File: config.mk
export PLATFORM = sky130hd
export DESIGN_NAME = flash_writer
export DESIGN_NICKNAME = d
export VERILOG_FILES = /design/src/rtl/flash_cmd_pkg.sv /design/src/rtl/spi_byte_shift.sv /design/src/rtl/flash_writer.sv
export SDC_FILE = /design/constraint.sdc
export NUM_CORES = 1
export LEC_CHECK = 0
export ABC_CLOCK_PERIOD_IN_PS = 4600
export BUFFER_PORTS_ARGS = -buffer_cell sky130_fd_sc_hd__clkbuf_2
export CELL_PAD_IN_SITES_DETAIL_PLACEMENT = 1
export CELL_PAD_IN_SITES_GLOBAL_PLACEMENT = 1
export CORE_MARGIN = 2
export CORE_UTILIZATION = 50
export CTS_BUF_LIST = sky130_fd_sc_hd__clkbuf_4 sky130_fd_sc_hd__clkbuf_8 sky130_fd_sc_hd__clkbuf_16
export CTS_CLUSTER_SIZE = 10
export DETAILED_ROUTE_END_ITERATION = 7
export PLACE_DENSITY_LB_ADDON = 0.05
export SETUP_SLACK_MARGIN = 0.3
export SLEW_MARGIN = 20
export SYNTH_ARGS = -nofsm -noshare
export SYNTH_HDL_FRONTEND = slang
export SYNTH_SLANG_ARGS = --single-unit
export TNS_END_PERCENT = 100
File: constraint.sdc
create_clock -name clk -period 4.6 [get_ports clk]
set_input_delay 1.15 -clock clk [delete_from_list [all_inputs] [get_ports clk]]
set_output_delay 1.15 -clock clk [all_outputs]
set_load 0.1 [all_outputs]
File: src/rtl/flash_cmd_pkg.sv
// ============================================================================
// Module   : flash_cmd_pkg
// Purpose  : Opcodes and sequencer state encoding shared by the flash writer
// Revision : 1.0 - initial release
// ============================================================================
`default_nettype none

package flash_cmd_pkg;

  localparam logic [7:0] OP_WREN = 8'h06;
  localparam logic [7:0] OP_PP   = 8'h02;
  localparam logic [7:0] OP_SE   = 8'h20;
  localparam logic [7:0] OP_RDSR = 8'h05;

  typedef enum logic [3:0] {
    ST_IDLE      = 4'd0,
    ST_WREN      = 4'd1,
    ST_GAP       = 4'd2,
    ST_CMD       = 4'd3,
    ST_ADDR      = 4'd4,
    ST_DATA      = 4'd5,
    ST_POLL_CMD  = 4'd6,
    ST_POLL_READ = 4'd7,
    ST_DONE      = 4'd8
  } state_t;

  // Main command opcode for the selected operation
  function automatic logic [7:0] cmd_opcode(input logic is_erase);
    return is_erase ? OP_SE : OP_PP;
  endfunction

endpackage

`default_nettype wire

File: src/rtl/spi_byte_shift.sv
// ============================================================================
// Module   : spi_byte_shift
// Purpose  : SPI mode-0 byte shifter, MSB first, CLK_DIV clk cycles per
//            half-period of sclk; start/done handshake, sclk idles low.
// Revision : 1.0 - initial release
// ============================================================================
`default_nettype none

module spi_byte_shift #(
  parameter int CLK_DIV = 1
) (
  input  logic       clk,
  input  logic       resetN,
  input  logic       start,
  input  logic [7:0] tx_byte,
  input  logic       miso,
  output logic       sclk,
  output logic       mosi,
  output logic       done,
  output logic [7:0] rx_byte
);

  logic        active;
  logic        phase_high;
  logic [15:0] div_cnt;
  logic [2:0]  bit_cnt;
  logic [7:0]  shreg;

  // Half-period timer drives sclk; mosi changes only on the falling edge
  always_ff @(posedge clk or negedge resetN) begin
    if (!resetN) begin
      active     <= 1'b0;
      phase_high <= 1'b0;
      div_cnt    <= '0;
      bit_cnt    <= '0;
      shreg      <= '0;
      sclk       <= 1'b0;
      mosi       <= 1'b0;
      done       <= 1'b0;
      rx_byte    <= '0;
    end else begin
      done <= 1'b0;
      if (!active) begin
        if (start) begin
          active     <= 1'b1;
          phase_high <= 1'b0;
          div_cnt    <= '0;
          bit_cnt    <= '0;
          shreg      <= tx_byte;
          mosi       <= tx_byte[7];
        end
      end else if (div_cnt != 16'(CLK_DIV - 1)) begin
        div_cnt <= div_cnt + 16'd1;
      end else begin
        div_cnt <= '0;
        if (!phase_high) begin
          sclk       <= 1'b1;
          phase_high <= 1'b1;
          rx_byte    <= {rx_byte[6:0], miso};
        end else begin
          sclk       <= 1'b0;
          phase_high <= 1'b0;
          if (bit_cnt == 3'd7) begin
            active <= 1'b0;
            done   <= 1'b1;
          end else begin
            bit_cnt <= bit_cnt + 3'd1;
            shreg   <= {shreg[6:0], 1'b0};
            mosi    <= shreg[6];
          end
        end
      end
    end
  end

endmodule

`default_nettype wire

File: src/rtl/flash_writer.sv
// ============================================================================
// Module   : flash_writer
// Purpose  : SPI NOR page-program / sector-erase sequencer with WIP polling.
//            Define FLASH_WRITER_ERASE_EN to enable the 4 KB sector erase
//            path; otherwise the erase input is ignored.
// Revision : 1.0 - initial release
// ============================================================================
`default_nettype none

module flash_writer
  import flash_cmd_pkg::*;
#(
  parameter int          CLK_DIV    = 1,
  parameter int          CS_GAP     = 8,
  parameter logic [23:0] POLL_LIMIT = 24'd2000000
) (
  input  logic        clk,
  input  logic        resetN,
  output logic        flashClk,
  output logic        flashMosi,
  output logic        flashCs,
  input  logic        flashMiso,
  input  logic        start,
  input  logic [23:0] address,
  input  logic [8:0]  byteCount,
  input  logic        erase,
  input  logic [7:0]  dataIn,
  input  logic        dataValid,
  output logic        dataReady,
  output logic        busy,
  output logic        done,
  output logic        error
);

  state_t      state;
  state_t      ret_state;
  logic        sh_start;
  logic [7:0]  sh_tx;
  logic        sh_done;
  logic [7:0]  sh_rx;
  logic        launched;
  logic [23:0] addr_r;
  logic [8:0]  bytes_left;
  logic [1:0]  addr_idx;
  logic [15:0] gap_cnt;
  logic [23:0] poll_cnt;
  logic [7:0]  addr_byte;
  logic        erase_req;
  logic        is_erase;
  logic        unused_rx;

`ifdef FLASH_WRITER_ERASE_EN
  logic erase_r;
  assign erase_req = erase;
  assign is_erase  = erase_r;
`else
  logic unused_erase;
  assign unused_erase = erase;
  assign erase_req    = 1'b0;
  assign is_erase     = 1'b0;
`endif

  assign unused_rx = ^sh_rx[7:1];

  spi_byte_shift #(.CLK_DIV(CLK_DIV)) u_shift (
    .clk     (clk),
    .resetN  (resetN),
    .start   (sh_start),
    .tx_byte (sh_tx),
    .miso    (flashMiso),
    .sclk    (flashClk),
    .mosi    (flashMosi),
    .done    (sh_done),
    .rx_byte (sh_rx)
  );

  // Address is sent high byte first
  always_comb begin
    addr_byte = addr_r[7:0];
    case (addr_idx)
      2'd0:    addr_byte = addr_r[23:16];
      2'd1:    addr_byte = addr_r[15:8];
      default: addr_byte = addr_r[7:0];
    endcase
  end

  // Transaction sequencer; every byte is launched once and advances on sh_done
  always_ff @(posedge clk or negedge resetN) begin
    if (!resetN) begin
      state      <= ST_IDLE;
      ret_state  <= ST_IDLE;
      flashCs    <= 1'b1;
      dataReady  <= 1'b0;
      busy       <= 1'b0;
      done       <= 1'b0;
      error      <= 1'b0;
      sh_start   <= 1'b0;
      sh_tx      <= '0;
      launched   <= 1'b0;
      addr_r     <= '0;
      bytes_left <= '0;
      addr_idx   <= '0;
      gap_cnt    <= '0;
      poll_cnt   <= '0;
`ifdef FLASH_WRITER_ERASE_EN
      erase_r    <= 1'b0;
`endif
    end else begin
      done     <= 1'b0;
      sh_start <= 1'b0;
      case (state)
        ST_IDLE: begin
          if (start) begin
            addr_r     <= address;
            bytes_left <= byteCount;
`ifdef FLASH_WRITER_ERASE_EN
            erase_r    <= erase;
`endif
            if (!erase_req && (byteCount == 9'd0 || byteCount > 9'd256)) begin
              done  <= 1'b1;
              error <= 1'b1;
            end else begin
              error    <= 1'b0;
              busy     <= 1'b1;
              flashCs  <= 1'b0;
              launched <= 1'b0;
              state    <= ST_WREN;
            end
          end
        end
        ST_WREN: begin
          if (!launched) begin
            sh_start <= 1'b1;
            sh_tx    <= OP_WREN;
            launched <= 1'b1;
          end else if (sh_done) begin
            launched  <= 1'b0;
            flashCs   <= 1'b1;
            gap_cnt   <= '0;
            ret_state <= ST_CMD;
            state     <= ST_GAP;
          end
        end
        ST_GAP: begin
          if (gap_cnt == 16'(CS_GAP - 1)) begin
            flashCs <= 1'b0;
            state   <= ret_state;
          end else begin
            gap_cnt <= gap_cnt + 16'd1;
          end
        end
        ST_CMD: begin
          if (!launched) begin
            sh_start <= 1'b1;
            sh_tx    <= cmd_opcode(is_erase);
            launched <= 1'b1;
          end else if (sh_done) begin
            launched <= 1'b0;
            addr_idx <= '0;
            state    <= ST_ADDR;
          end
        end
        ST_ADDR: begin
          if (!launched) begin
            sh_start <= 1'b1;
            sh_tx    <= addr_byte;
            launched <= 1'b1;
          end else if (sh_done) begin
            launched <= 1'b0;
            if (addr_idx == 2'd2) begin
              if (is_erase) begin
                flashCs   <= 1'b1;
                gap_cnt   <= '0;
                ret_state <= ST_POLL_CMD;
                state     <= ST_GAP;
              end else begin
                dataReady <= 1'b1;
                state     <= ST_DATA;
              end
            end else begin
              addr_idx <= addr_idx + 2'd1;
            end
          end
        end
        ST_DATA: begin
          // While waiting for dataValid the shifter is idle, so sclk stays low
          if (!launched) begin
            if (dataValid && dataReady) begin
              dataReady <= 1'b0;
              sh_start  <= 1'b1;
              sh_tx     <= dataIn;
              launched  <= 1'b1;
            end
          end else if (sh_done) begin
            launched <= 1'b0;
            if (bytes_left == 9'd1) begin
              flashCs   <= 1'b1;
              gap_cnt   <= '0;
              ret_state <= ST_POLL_CMD;
              state     <= ST_GAP;
            end else begin
              bytes_left <= bytes_left - 9'd1;
              dataReady  <= 1'b1;
            end
          end
        end
        ST_POLL_CMD: begin
          if (!launched) begin
            sh_start <= 1'b1;
            sh_tx    <= OP_RDSR;
            launched <= 1'b1;
          end else if (sh_done) begin
            launched <= 1'b0;
            poll_cnt <= '0;
            state    <= ST_POLL_READ;
          end
        end
        ST_POLL_READ: begin
          if (!launched) begin
            sh_start <= 1'b1;
            sh_tx    <= 8'h00;
            launched <= 1'b1;
          end else if (sh_done) begin
            launched <= 1'b0;
            if (!sh_rx[0]) begin
              flashCs <= 1'b1;
              state   <= ST_DONE;
            end else if (poll_cnt == POLL_LIMIT - 24'd1) begin
              error   <= 1'b1;
              flashCs <= 1'b1;
              state   <= ST_DONE;
            end else begin
              poll_cnt <= poll_cnt + 24'd1;
            end
          end
        end
        ST_DONE: begin
          done  <= 1'b1;
          busy  <= 1'b0;
          state <= ST_IDLE;
        end
        default: begin
          flashCs <= 1'b1;
          state   <= ST_IDLE;
        end
      endcase
    end
  end

endmodule

`default_nettype wire

# --- After elaboration in Yosys (flattened, before gate mapping) ---
# Index checks and enable logic that the tools add are counted.
word_totals:
  input_bits: 47
  out_inout_bits: 7
  romBits: 0
  reg_bits: 130
  wordCells: 252
  latchBits: 0
  memories: 0
  ramBits: 0
classes:
  eq_ne: 51
  magnitude_cmp: 1
  n_reduce_logical: 36
  div_mod_pow: 0
  shift: 0
  mul: 0
  n_addsub: 6
  n_mux: 131
  bitwise: 3
ops:
  columns: ["cell", "n"]
  rows:
  - ["$mux 16", 9]
  - ["$mux 24", 6]
  - ["$mux 4", 24]
  - ["$mux 8", 7]
  - ["$ne 2x2->1 const B", 26]
  - ["$mux 1", 51]
  - ["$pmux 16 s3", 1]
  - ["$pmux 24 s2", 1]
  - ["$pmux 8 s6", 1]
  - ["$mux 9", 4]
  - ["$mux 7", 5]
  - ["$add 16x1->16 const B", 2]
  - ["$pmux 4 s8", 1]
  - ["$add 24x1->24 const B", 1]
  - ["$eq 24x21->1 const B", 1]
  - ["$reduce_and 7->1", 3]
  - ["$pmux 9 s2", 1]
  - ["$reduce_and 18->1", 1]
  - ["$reduce_and 6->1", 3]
  - ["$eq 16x3->1 const B", 1]
  - ["$eq 4x3->1 const B", 4]
  - ["$pmux 8 s2", 1]
  - ["$reduce_bool 16->1", 1]
  - ["$reduce_bool 2->1", 8]
  - ["37 further kinds", 65]

# --- Logic depth before layout (Yosys ltp) ---
depth:
  depth_word: 6
  depth_mapped: 10
  ltp_nobuf: 8

# --- By module ---
# A second synthesis with hierarchy kept.
unflattened:
  cells_unflattened: 740
  area_unflattened_um2: 7153.1
modules_own_cells:
  columns: ["mod", "area_each_um2", "seq_area_each_um2", "cells_per_inst", "instances"]
  rows:
  - ["flash_writer", 5258.8, 2428.6, 556, 1]
  - ["spi_byte_shift", 1894.3, 975.9, 184, 1]

# --- Worst setup path before layout ---
# No wires, ideal clock.
synth_path:
  kind: "input-to-reg"
  from: "in dataValid"
  to: "reg sh_tx[2]"
  required_time_ns: 4.456
  path_buffers: 1
  setup_ns: 0.144
  cell_stages: 6
  arrival_time_ns: 2.355
  slack_ns: 2.101
  cell_sequence: "nand2_1 -> a311oi_1 -> nand2b_1 -> buf_2 -> nor3_1 -> a2bb2oi_1"
synth_between:
  elab_chain_len: 3
synth_rtl:
  columns: ["element", "line", "source"]
  rows:
  - ["start: declaration", "flash_writer.sv:28", "input logic dataValid,"]
  - ["$logic_and 1x1->1", "flash_writer.sv:188", "if (dataValid && dataReady) begin"]
  - ["$ne 2x2->1 (no line)", null, null]
  - ["$reduce_and 8->1 (no line)", null, null]
  - ["end signal: assignment", "flash_writer.sv:155", "sh_tx <= cmd_opcode(is_erase);"]
  - ["end signal: assignment", "flash_writer.sv:166", "sh_tx <= addr_byte;"]
  - ["end signal: assignment", "flash_writer.sv:191", "sh_tx <= dataIn;"]
  - ["end: declaration", "flash_writer.sv:38", "logic [7:0] sh_tx;"]
# Every way passes these cells.
# A chain may end at the register's enable or synchronous reset.

# --- Final worst setup path ---
layout_path:
  from: "reg poll_cnt[21]"
  to: "reg poll_cnt[4]"
layout_between:
  elab_chain_len: 3
layout_rtl:
  columns: ["element", "line", "source"]
  rows:
  - ["start: declaration", "flash_writer.sv:46", "logic [23:0] poll_cnt;"]
  - ["start signal: assignment", "flash_writer.sv:233", "poll_cnt <= poll_cnt + 24'd1;"]
  - ["$eq 24x21->1", "flash_writer.sv:228", "end else if (poll_cnt == POLL_LIMIT - 24'd1) begin"]
  - ["$ne 2x2->1 (no line)", null, null]
  - ["$reduce_and 7->1 (no line)", null, null]
# Every way passes these cells.

==> results.txt <==
Tot GR Track Use = 26.0%
Worst setup EP type = flip-flop
Met1 wire length = 7920 um
Required @ worst endpoint = 4900 ps
1st-iter DRT viols = 432
Post-CTS sizing = 0
Worst rel slew slack = 27.7%
Routability Congestion = 0.813
CP Cell Sequence = nor4_1 -> nand4_1 -> o311a_2 -> o21ai_2 -> or2_2 -> o31ai_1
Final-report max-slew violation count = 0
Multi-input gate area = 3370 um^2
Met2 WL = 8840 um
# rows = 42
Number of global-route vias before repair = 6,059
Critical path class = flip-flop to flip-flop
Sequential Power Share = 37.8%
WL final = 17,700 um
Post-Synthesis Cells = 710
Final instance area = 7800 um^2
Count of final hold-check violations = 0
Height of the die = 121 um
Worst setup SP type = flip-flop
Least-Margin Pin Slew = 1080 ps
Initial core utilization = 51.3%
CP Max Fanout = 21
Netlist cell types = 74
Static Leak = 3.46 nW
Slowest-stage cell, CP = o21ai_2
First-pass GRT wire length = 30,200 um
Hold Crit Depth = 1
Clk sinks = 129
Arrival time worst endpoint = 3090 ps
VDD IR max = 0.348 mV
H-tree Lvls = 4
Layout cells sized above 1 = 17.9%
First-pass detailed-route iteration total = 5
Combinational group share of total power = 32.3%
Post-synth top cells = dfrtp_1, nand2_1, nor2_1, o21ai_0, a21oi_1
Setup TNS = 0 ps
Register area share after synthesis = 47.4%
Via count = 5,659
Clock Power Share = 29.9%
Switching Fraction = 39.1%
Final period util = 60.8%
Area Overhead vs Synth = 14.4%
Wirelength per Cell = 18.7 um
Cts bufs inserted = 17
Seq. cell area = 3230 um^2
Seq cells post-synth = 129
Syn avg cell area = 9.60 um^2
Count leader, synth = dfrtp_1
Largest net degree at the start of global routing = 82
Switching Power = 1.78 mW
Post-synth EDFFs = 0
Metal3 WL = 639 um
Asr flop ratio synth = 100%
Worst skew pair latency = 420 ps
# IOs = 54
Initial antenna violation count = 0
Tmin final = 2800 ps
Uppermost layer routed = met4
Clock-pin slew on the worst setup and hold paths = 60 ps
# DRC = 0
Root Buffer = clkbuf_16
# fillers = 1,514
Status = completed
Synth Cell Area = 6820 um^2
Layout Nets = 812
Clk_skew = 8.81 ps
Hold Buf Count CTS = 0
Post-DP HPWL = 11,900 um
Hold Path Class = flip-flop to flip-flop
ANT cells = 0
Pwr per Cell Area = 583 nW/um^2
Post-synth net total = 768
R2R depth = 6
# Post-CTS Setup Buffers = 0
Max Cap Viol = 0
Vias/cell = 6.00
Die width = 121 um
Most used DFF post-synth = dfrtp_1
Clock Tree Buf Depth = 2
Number of buffers added on ports = 52
Max frequency = 357 MHz
Synth top area cells = dfrtp_1, nand2_1, mux2_2
Int Pwr = 2.77 mW
DIE AREA = 14,600 um^2
Synth top area share = 47.0%
Setup violators final = 0
Grt total ovfl = 0
RSZ-0062 raised after global routing = false
Antenna-violating nets left = 0
Yosys warnings = 0
CTS tree = done
Core ar. = 13,300 um^2
Placed cell area = 7190 um^2
CP peak stage delay = 650 ps
Yosys top cell by area = dfrtp_1
[state kept, by name (all words and copies together), names as in the netlist, 2 cells and up]
| register | flops |
|---|---|
| addr_r | 24 |
| poll_cnt | 24 |
| gap_cnt | 16 |
| u_shift.div_cnt | 16 |
| bytes_left | 9 |
| sh_tx | 8 |
| u_shift.shreg | 7 |
| state | 4 |
| ret_state | 3 |
| u_shift.bit_cnt | 3 |
| addr_idx | 2 |
[per-stage QoR]
stage	hold slack, ps	total power [mW]	setup slack, ps	instances	utilization [%]
floorplan	441	2.81	2100	710	-
global placement	464	3.09	1490	911	54.1
detailed placement	470	3.18	1430	911	54.1
CTS	480	4.57	1570	943	58.5
global route	502	4.83	1550	943	58.6
finish	476	4.55	1800	943	58.6
[cell families (layout without fill, tap and decap cells)]
group,after synthesis,count (layout),synth area share [%]
AO/OA/AOI/OAI,177,177,17.1
buffers and inverters,49,106,3.36
AND/OR/NAND/NOR,282,282,21.1
flip-flops,129,129,47.4
multiplexers,35,35,5.60
XOR/XNOR,27,27,3.47
adder cells (fa/ha/maj),11,11,2.02
[per-layer routing]
layer | vias to the layer above | GRT usage, %
met2 | 100 | 44.1
met4 | 0 | 6.83
met5 | - | 0
li1 | 2691 | -
met3 | 25 | 6.04
met1 | 2843 | 33.4
[power by group through the flow]
stage | registers (mW) | logic [mW] | clock network [mW]
after floorplan | 1.74 | 1.07 | 0
after global placement | 1.70 | 1.39 | 0
after detailed placement | 1.73 | 1.46 | 0
after CTS | 1.71 | 1.47 | 1.38
after global routing | 1.77 | 1.63 | 1.43
final | 1.72 | 1.47 | 1.36
[final cells by class]
class / count / share of cell area [%]
Timing Repair Buffer: 58 / 4.16
Tap cell: 176 / 2.82
Clock buffer: 18 / 5.63
Sequential cell: 129 / 41.4
Multi-Input combinational cell: 532 / 43.2
Clock inverter: 14 / 2.01
Inverter: 16 / 0.770
[final timing paths]
path / end / slack [ps] / startpoint
max in group asynchronous: addr_r[10] / 3060 / resetN
setup / recovery: poll_cnt[4] / 1800 / poll_cnt[21]
setup reg to reg: poll_cnt[4] / 1800 / poll_cnt[21]
hold reg to reg: ret_state[1] / 480 / ret_state[1]
min in group asynchronous: u_shift.div_cnt[7] / 760 / resetN
hold / removal: ret_state[1] / 480 / ret_state[1]
[layout by cell type (no fill, tap or decap), drive strengths merged, types with 6 or more instances in the layout]
| master | instances |
|---|---|
| a21oi | 33 |
| a22o | 14 |
| and2 | 6 |
| and3 | 16 |
| buf | 7 |
| clkbuf | 69 |
| dfrtp | 128 |
| ha | 11 |
| inv | 19 |
| mux2 | 25 |
| mux2i | 10 |
| nand2 | 78 |
| nand2b | 8 |
| nand3 | 19 |
| nand4 | 10 |
| nor2 | 71 |
| nor3 | 17 |
| nor4 | 22 |
| o21ai | 66 |
| o31ai | 13 |
| or4 | 9 |
| xnor2 | 19 |
| xor2 | 8 |
[critical path, delay by kind of cell, from the launching register on]
kind | cells | cell delay [ps]
flops | 1 | 430
simple gates | 3 | 950
compound gates | 3 | 1290
Note: power is estimated with default switching activity, not from simulation.
